===== src/rtl/id_operand_stage.sv =====
// id_operand_stage
//   ID-stage front end. It holds the IF->ID pipeline register and keeps the
//   instruction while the stage is stalled. It resolves the rs/rt operands
//   through NUM_FWD bypass sources, where index 0 is the youngest and has the
//   highest priority. It raises a load-use interlock and counts stalled cycles.
//
// Ports
//   clk, rst            clock, synchronous active-high reset
//   flush               kill the instruction held in ID
//   stall_id            downstream holds ID
//   if_valid, if_pc     fetch handshake and pc
//   inst_sram_rdata     instruction word, one cycle after its pc is captured
//   rs_used, rt_used    decoder operand-use flags
//   rf_rdata1/2         regfile read data for rs/rt
//   fwd_we/is_load/waddr/wdata   bypass sources, packed by index
//   id_valid            instruction issues to EX this cycle
//   id_pc, id_inst      pc and instruction in ID
//   rs_addr, rt_addr    register addresses to regfile
//   src1_data/src2_data resolved operands
//   stallreq            load-use interlock request
//   stall_cycles        saturating count of cycles with stallreq high
module id_operand_stage #(
    parameter int DATA_W  = 32,
    parameter int RADDR_W = 5,
    parameter int NUM_FWD = 3,
    parameter int PC_W    = 32
) (
    input  logic                       clk,
    input  logic                       rst,
    input  logic                       flush,
    input  logic                       stall_id,
    input  logic                       if_valid,
    input  logic [PC_W-1:0]            if_pc,
    input  logic [31:0]                inst_sram_rdata,
    input  logic                       rs_used,
    input  logic                       rt_used,
    input  logic [DATA_W-1:0]          rf_rdata1,
    input  logic [DATA_W-1:0]          rf_rdata2,
    input  logic [NUM_FWD-1:0]         fwd_we,
    input  logic [NUM_FWD-1:0]         fwd_is_load,
    input  logic [NUM_FWD*RADDR_W-1:0] fwd_waddr,
    input  logic [NUM_FWD*DATA_W-1:0]  fwd_wdata,
    output logic                       id_valid,
    output logic [PC_W-1:0]            id_pc,
    output logic [31:0]                id_inst,
    output logic [RADDR_W-1:0]         rs_addr,
    output logic [RADDR_W-1:0]         rt_addr,
    output logic [DATA_W-1:0]          src1_data,
    output logic [DATA_W-1:0]          src2_data,
    output logic                       stallreq,
    output logic [31:0]                stall_cycles
);

    logic              r_valid;
    logic [PC_W-1:0]   r_pc;
    logic              r_hold_flag;
    logic [31:0]       r_hold_inst;
    logic [31:0]       r_stall_cycles;

    logic [31:0]       w_inst;
    logic [RADDR_W-1:0] w_rs_addr;
    logic [RADDR_W-1:0] w_rt_addr;
    logic [DATA_W-1:0] w_rs_data;
    logic [DATA_W-1:0] w_rt_data;
    logic              w_rs_load;
    logic              w_rt_load;
    logic              w_stallreq;

    // The SRAM word is only valid for one cycle. Once the stage stalls, the
    // captured copy takes over until the next load.
    assign w_inst    = ~r_valid ? 32'd0 : (r_hold_flag ? r_hold_inst : inst_sram_rdata);
    assign w_rs_addr = RADDR_W'(w_inst[25:21]);
    assign w_rt_addr = RADDR_W'(w_inst[20:16]);

    // Scan from the oldest source to the youngest so that the lowest matching
    // index overwrites the others. The load flag follows the winning source
    // only, so a younger non-load write shadows an older pending load.
    always_comb begin
        w_rs_data = rf_rdata1;
        w_rt_data = rf_rdata2;
        w_rs_load = 1'b0;
        w_rt_load = 1'b0;
        for (int i = NUM_FWD - 1; i >= 0; i--) begin
            if (fwd_we[i] && (fwd_waddr[i*RADDR_W +: RADDR_W] == w_rs_addr)) begin
                w_rs_data = fwd_wdata[i*DATA_W +: DATA_W];
                w_rs_load = fwd_is_load[i];
            end
            if (fwd_we[i] && (fwd_waddr[i*RADDR_W +: RADDR_W] == w_rt_addr)) begin
                w_rt_data = fwd_wdata[i*DATA_W +: DATA_W];
                w_rt_load = fwd_is_load[i];
            end
        end
        // $0 reads as zero and can never be bypassed or interlocked.
        if (w_rs_addr == '0) begin
            w_rs_data = '0;
            w_rs_load = 1'b0;
        end
        if (w_rt_addr == '0) begin
            w_rt_data = '0;
            w_rt_load = 1'b0;
        end
    end

    assign w_stallreq = r_valid & ((rs_used & w_rs_load) | (rt_used & w_rt_load));

    always_ff @(posedge clk) begin
        if (rst) begin
            r_valid        <= 1'b0;
            r_pc           <= '0;
            r_hold_flag    <= 1'b0;
            r_hold_inst    <= 32'd0;
            r_stall_cycles <= 32'd0;
        end else begin
            if (w_stallreq && (r_stall_cycles != 32'hFFFF_FFFF)) begin
                r_stall_cycles <= r_stall_cycles + 32'd1;
            end
            if (flush) begin
                r_valid     <= 1'b0;
                r_hold_flag <= 1'b0;
            end else if (stall_id || w_stallreq) begin
                if (r_valid && !r_hold_flag) begin
                    r_hold_inst <= inst_sram_rdata;
                    r_hold_flag <= 1'b1;
                end
            end else begin
                r_valid     <= if_valid;
                r_pc        <= if_pc;
                r_hold_flag <= 1'b0;
            end
        end
    end

    assign id_valid     = r_valid & ~w_stallreq & ~stall_id & ~flush;
    assign id_pc        = r_pc;
    assign id_inst      = w_inst;
    assign rs_addr      = w_rs_addr;
    assign rt_addr      = w_rt_addr;
    assign src1_data    = w_rs_data;
    assign src2_data    = w_rt_data;
    assign stallreq     = w_stallreq;
    assign stall_cycles = r_stall_cycles;

endmodule


===== config.mk =====
export PLATFORM = sky130hd
export DESIGN_NAME = id_operand_stage
export DESIGN_NICKNAME = d
export VERILOG_FILES = /design/src/rtl/id_operand_stage.sv
export SDC_FILE = /design/constraint.sdc
export NUM_CORES = 1
export LEC_CHECK = 0
export BUFFER_PORTS_ARGS = -buffer_cell sky130_fd_sc_hd__buf_4
export CORE_AREA = 2 2 165 167
export DETAILED_ROUTE_END_ITERATION = 6
export DIE_AREA = 0 0 167 169
export HOLD_SLACK_MARGIN = 0.08
export PLACE_DENSITY = 0.69
export SLEW_MARGIN = 20
export SYNTH_ARGS = -nofsm -noshare
export SYNTH_HDL_FRONTEND = slang
export SYNTH_SLANG_ARGS = --single-unit

===== constraint.sdc =====
create_clock -name clk -period 3.18 [get_ports clk]
set_clock_uncertainty 0.1 [all_clocks]
set_input_delay 0.318 -clock clk [delete_from_list [all_inputs] [get_ports clk]]
set_output_delay 0.318 -clock clk [all_outputs]
set_load 0.03 [all_outputs]

* Word level (Yosys, flattened, before mapping) *
Cells that the tools add are included.

word-level totals
  logic and storage cells = 58
  output and inout bits = 172
  bits in registers = 98

operators by class
  eq/ne operators = 7
  $add $sub $neg = 1
  bitwise gates (word level) = 11
  muxes and demuxes = 18
  reduce and logical (&&, ||, !) cells = 16

operator list
  operator                                                          number
  32-bit 2-to-1 mux                                                 10
  32-bit by 1-bit adder with 32-bit output (second input constant)  1
  32-bit inequality test (second input constant)                    1
  5-bit equality test                                               6
  5-bit logical NOT                                                 2
  1-bit logical AND                                                 8
  1-bit 2-to-1 mux                                                  8
  1-bit AND                                                         6
  1-bit inverter                                                    4
  3-bit AND reduction                                               1
  3-bit OR reduction                                                1
  2-bit AND reduction                                               1
  2-bit OR reduction                                                1
  1-bit logical NOT                                                 1
  1-bit logical OR                                                  1
  1-bit OR                                                          1

* Logic depth before layout (Yosys ltp) *
  depth after elaboration = 15
  mapped depth = 14
  gate-level depth less buffers = 10

* Least setup slack after synthesis *
No wires, ideal clock.

  kind = register -> output
  start = reg r_hold_flag
  end = out id_valid
  arrival time = 3.465 ns
  slack = -0.703 ns
  stages on the path, launching flop included = 14
  cell sequence = dfxtp_1 buf_6 buf_2 mux2_1 nand2_1 inv_1 nor4_1 nor2b_1 o221ai_1 and2_1 buf_4 buf_6 inv_2 nor4_1

on the way
  cells in the longest elaborated chain, start to end = 15

RTL lines
  element                           line  text
  start, declared                   56    logic r_hold_flag;
  start signal, assigned            110   r_hold_flag <= 1'b0;
  start signal, assigned            119   r_hold_flag <= 1'b0;
  start signal, assigned            123   r_hold_flag <= 1'b1;
  32-bit 2-to-1 mux * (2 in a row)  71    assign w_inst = ~r_valid ? 32'd0 : (r_hold_flag ? r_hold_inst : inst_sram_rdata);
  via id_inst[25]                   45    output logic [31:0] id_inst,
  5-bit equality test               84    if (fwd_we[i] && (fwd_waddr[i*RADDR_W +: RADDR_W] == w_rs_addr)) begin
  1-bit logical AND                 84
  1-bit 2-to-1 mux (3 in a row)     84
  1-bit 2-to-1 mux *                94    if (w_rs_addr == '0) begin
  1-bit AND *                       104   assign w_stallreq = r_valid & ((rs_used & w_rs_load) | (rt_used & w_rt_load));
  1-bit OR *                        104
  1-bit AND *                       104
  via stallreq                      50    output logic stallreq,
  1-bit inverter *                  133   assign id_valid = r_valid & ~w_stallreq & ~stall_id & ~flush;
  1-bit AND * (3 in a row)          133
  end, declared                     43    output logic id_valid,

The timed path passes the listed nets; every way through them passes the cells marked *.

* Worst setup path after layout *
  start = reg r_hold_flag
  end = out src1_data[7]

on the way
  cells in the longest elaborated chain, start to end = 8

RTL lines
  element                           line  text
  32-bit 2-to-1 mux * (2 in a row)  71
  5-bit equality test               84
  1-bit logical AND                 84
  32-bit 2-to-1 mux (3 in a row)    84
  32-bit 2-to-1 mux *               94
  end, declared                     48    output logic [DATA_W-1:0] src1_data,

Mark *: on every way between the ends. The rest lies on a longest branch, timed or not.

==> flow_summary.toml <==
[sta]
finalHoldViolCount = 0
rsz0062_at_grt = "true"
fmax_mhz = 286.7
finalCritPeriodShare_pct = 109.7
min_period_ns = 3.488
slew_headroom_pct = 29.23
worstMarginPinSlew_ns = 1.062
layout_setup_ws_ns = -0.3082
finalMaxSlewViolations = 0
setup_violations = 154

[clock_tree]
htree_levels = 3
cts_sinks = 98
clkTransAtPathRegs_ns = 0.07
clk_latency_ns = 0.35
root_buffer = "clkbuf_16"
clockBufferDepth = 2
cts_made_buffers = 9
cts_tree = "built"
cts_hold_buf = 0

[pwr]
switching_share_pct = 33.86
leakagePower_nw = 5.584
power.total_mw = 3.587
intPower_mw = 2.372
ir_drop_v = 0.0003067
power.switching_mw = 1.215
comb_power_share_pct = 33.8
p_clk_share_pct = 30.9
pwr-share-seq_pct = 35.3
power_density_nw_per_um2 = 264.0

[floorplan]
die_x_um = 167
core_um2 = 26500
rows = 60
io_pins = 424
start_util_pct = 28.14
dieArea_um2 = 28220
die_height_um = 169

[final_layout]
seq_area_um2 = 1966
multi_input_area_um2 = 6083
nets = 1715
layout_common_cells = "485 x buf_4, 175 x nor2_1, 130 x mux2i_1, 97 x dfxtp_1, 75 x nand2_1"
final_common_cell = "buf_4"
fill_cells = 2390
syn_to_final_growth_pct = 82.23
final_layout_size_suffix_gt1_share_pct = 49.69
diodes = 0

[grt]
grt_max_degree = 89
globalRouteOverflowTotal = 0
antenna_found_initial = 0
grt_pass1_wl_mm = 46.80
grt.total_usage_pct = 20.46
grt_pass1_vias = 8564

[synth]
seq_area_frac_synth_pct = 26.31
synth.avg_cell_area_um2 = 7.495
yosysUniqueCellTypes = 51
ys_warn_count = 0
synthCells = 995
syn-num-nets = 1248
synth_area_leaders = "dfxtp_1 26%, mux2i_1 21%, nor2_1 9.1%"
async_flop_share_pct = 0
ys_dominant_reg_cell = "dfxtp_1"
synth_area_um2 = 7457
yosys.area.top_type_share_pct = 26.31
synth_top_area_cell = "dfxtp_1"
ys_seq_elements = 98
synth-edff-count = 0

[routing]
viasPerCell = 5.268
drt_iter0_markers = 779
ant_nets = 0
wl_mm = 34.57
drt-wirelength-per-cell_um = 19.12
via_count = 9524
remaining_drc_errors = 0
drt_pre_antenna_iters = 6

[critical_path]
critPathSlowestCell = "dfxtp_4"
r2r_slack_ns = -0.27
path_max_fanout = 7
worstPathCellList = "buf_6 > mux2_4 > nand2_4 > xor2_1 > nand4_1 > nor3b_4 > buf_6 > buf_6 > buf_16 > mux2i_4 > a211oi_2 > a21oi_1 > nor2_1 > buf_4"
crit_buf_inv = 5
worstPathRequired_ns = 2.76
path_common_cell = "buf_6"
startpoint_type = "flop"
arrival_ns = 3.07
crit_family = "buffers and inverters"
cp-end-kind = "primary output"
max_stage_delay_ns = 0.40
crit_type = "reg -> out"

[min_path]
hp-class = "in -> reg"

[placed_design]
gp_congestion = 0.9126
place_ws_ns = -0.3320
port_buffers = 423
dpl.hpwl_mm = 23.36

[run]
cap_viol_max_count = 0

[run_status]
violations = "negative setup slack"
outcome = "finished, violations left"
[worst min-delay path: cells and delay by family]
family / cells / cell delay, ns
buf+inv: 1 / 0.08
mux: 1 / 0.06
simple gates: 1 / 0.07
[state kept, by name, summed over array words and instances (netlist names)]
name and flops:
r_hold_inst 32, stall_cycles 32, r_valid 1, id_pc 32, r_hold_flag 1
[stage by stage]
step / hold WS (ns) / utilization [%] / setup TNS, ns / std cells / instance area [µm²]
5_1_grt: 0.1110 / 51.28 / -41.38 / 1808 / 13590
3_3_place_gp: 0.3422 / 43.27 / -11.27 / 1750 / 11470
3_5_place_dp: 0.3482 / 43.27 / -17.92 / 1750 / 11470
2_1_floorplan: 0.3077 / - / -0.04437 / 995 / 7528
4_1_cts: 0.1081 / 46.39 / -14.84 / 1778 / 12290
6_report: 0.1219 / 51.28 / -24.02 / 1808 / 13590
[kinds of logic after synthesis]
| family | share of synthesized area, % |
|---|---|
| buffers and inverters | 6.846 |
| AND/OR/NAND/NOR | 25.65 |
| AO/OA/AOI/OAI | 15.00 |
| multiplexers | 23.32 |
| flip-flops | 26.31 |
| XOR/XNOR | 2.701 |
| adder cells (fa/ha/maj) | 0.1678 |
[layout make-up]
type	count	share of cell area (%)
Clock buffer	9	1.657
Tap cell	341	3.140
Inverter	18	0.5340
Multi-Input combinational cell	789	44.77
Timing Repair Buffer	546	34.88
Clock inverter	7	0.5616
Sequential cell	98	14.46
[final timing paths]
check | start | end | cells after the start
max | r_hold_flag | src1_data[7] | 14
min | inst_sram_rdata[6] | r_hold_inst[6] | 3
max reg2reg | r_hold_flag | stall_cycles[30] | 13
min reg2reg | id_pc[14] | id_pc[14] | 2
[synth_stat cells (all sizes together) (2+ instances only)]
| library cell | instances |
|---|---|
| or3 | 9 |
| nor4 | 13 |
| and2 | 4 |
| xnor2 | 14 |
| o21ai | 48 |
| o41ai | 5 |
| nand4 | 15 |
| or4b | 4 |
| a211oi | 34 |
| nor3 | 13 |
| nor2 | 181 |
| buf | 34 |
| xor2 | 9 |
| and3 | 5 |
| dfxtp | 98 |
| a21boi | 2 |
| inv | 18 |
| or4 | 2 |
| nand3 | 46 |
| clkbuf | 56 |
| nand2 | 79 |
| and3b | 2 |
| nor2b | 12 |
| o31a | 4 |
| nand4b | 5 |
| a21oi | 77 |
| nand2b | 9 |
| nor3b | 4 |
| nor4b | 3 |
| mux2i | 158 |
| mux2 | 14 |
| o21ba | 4 |
| and4 | 3 |
| a2111oi | 2 |
[metal layers]
| metal | part of all wire [%] | track usage [%] |
|---|---|---|
| met1 | 42 | 27.42 |
| met2 | 48 | 32.89 |
| met3 | 8.4 | 5.541 |
| met4 | 2.0 | 4.573 |
| met5 | 0 | 0 |
[repair_timing]
action,CTS,global route
gates cloned,5,17
endpoints found under the setup margin,158,160
setup buffers,7,15
pin swaps,19,129
resized for setup,101,172
[power by group through the flow]
stage | clock network, mW | logic, mW | registers [mW]
2_1_floorplan | 0 | 0.468 | 1.33
3_3_place_gp | 0 | 1.05 | 1.29
3_5_place_dp | 0 | 1.05 | 1.29
4_1_cts | 1.14 | 1.09 | 1.26
5_1_grt | 1.19 | 1.28 | 1.27
6_report | 1.11 | 1.21 | 1.27
(Power assumes the default switching activity.)
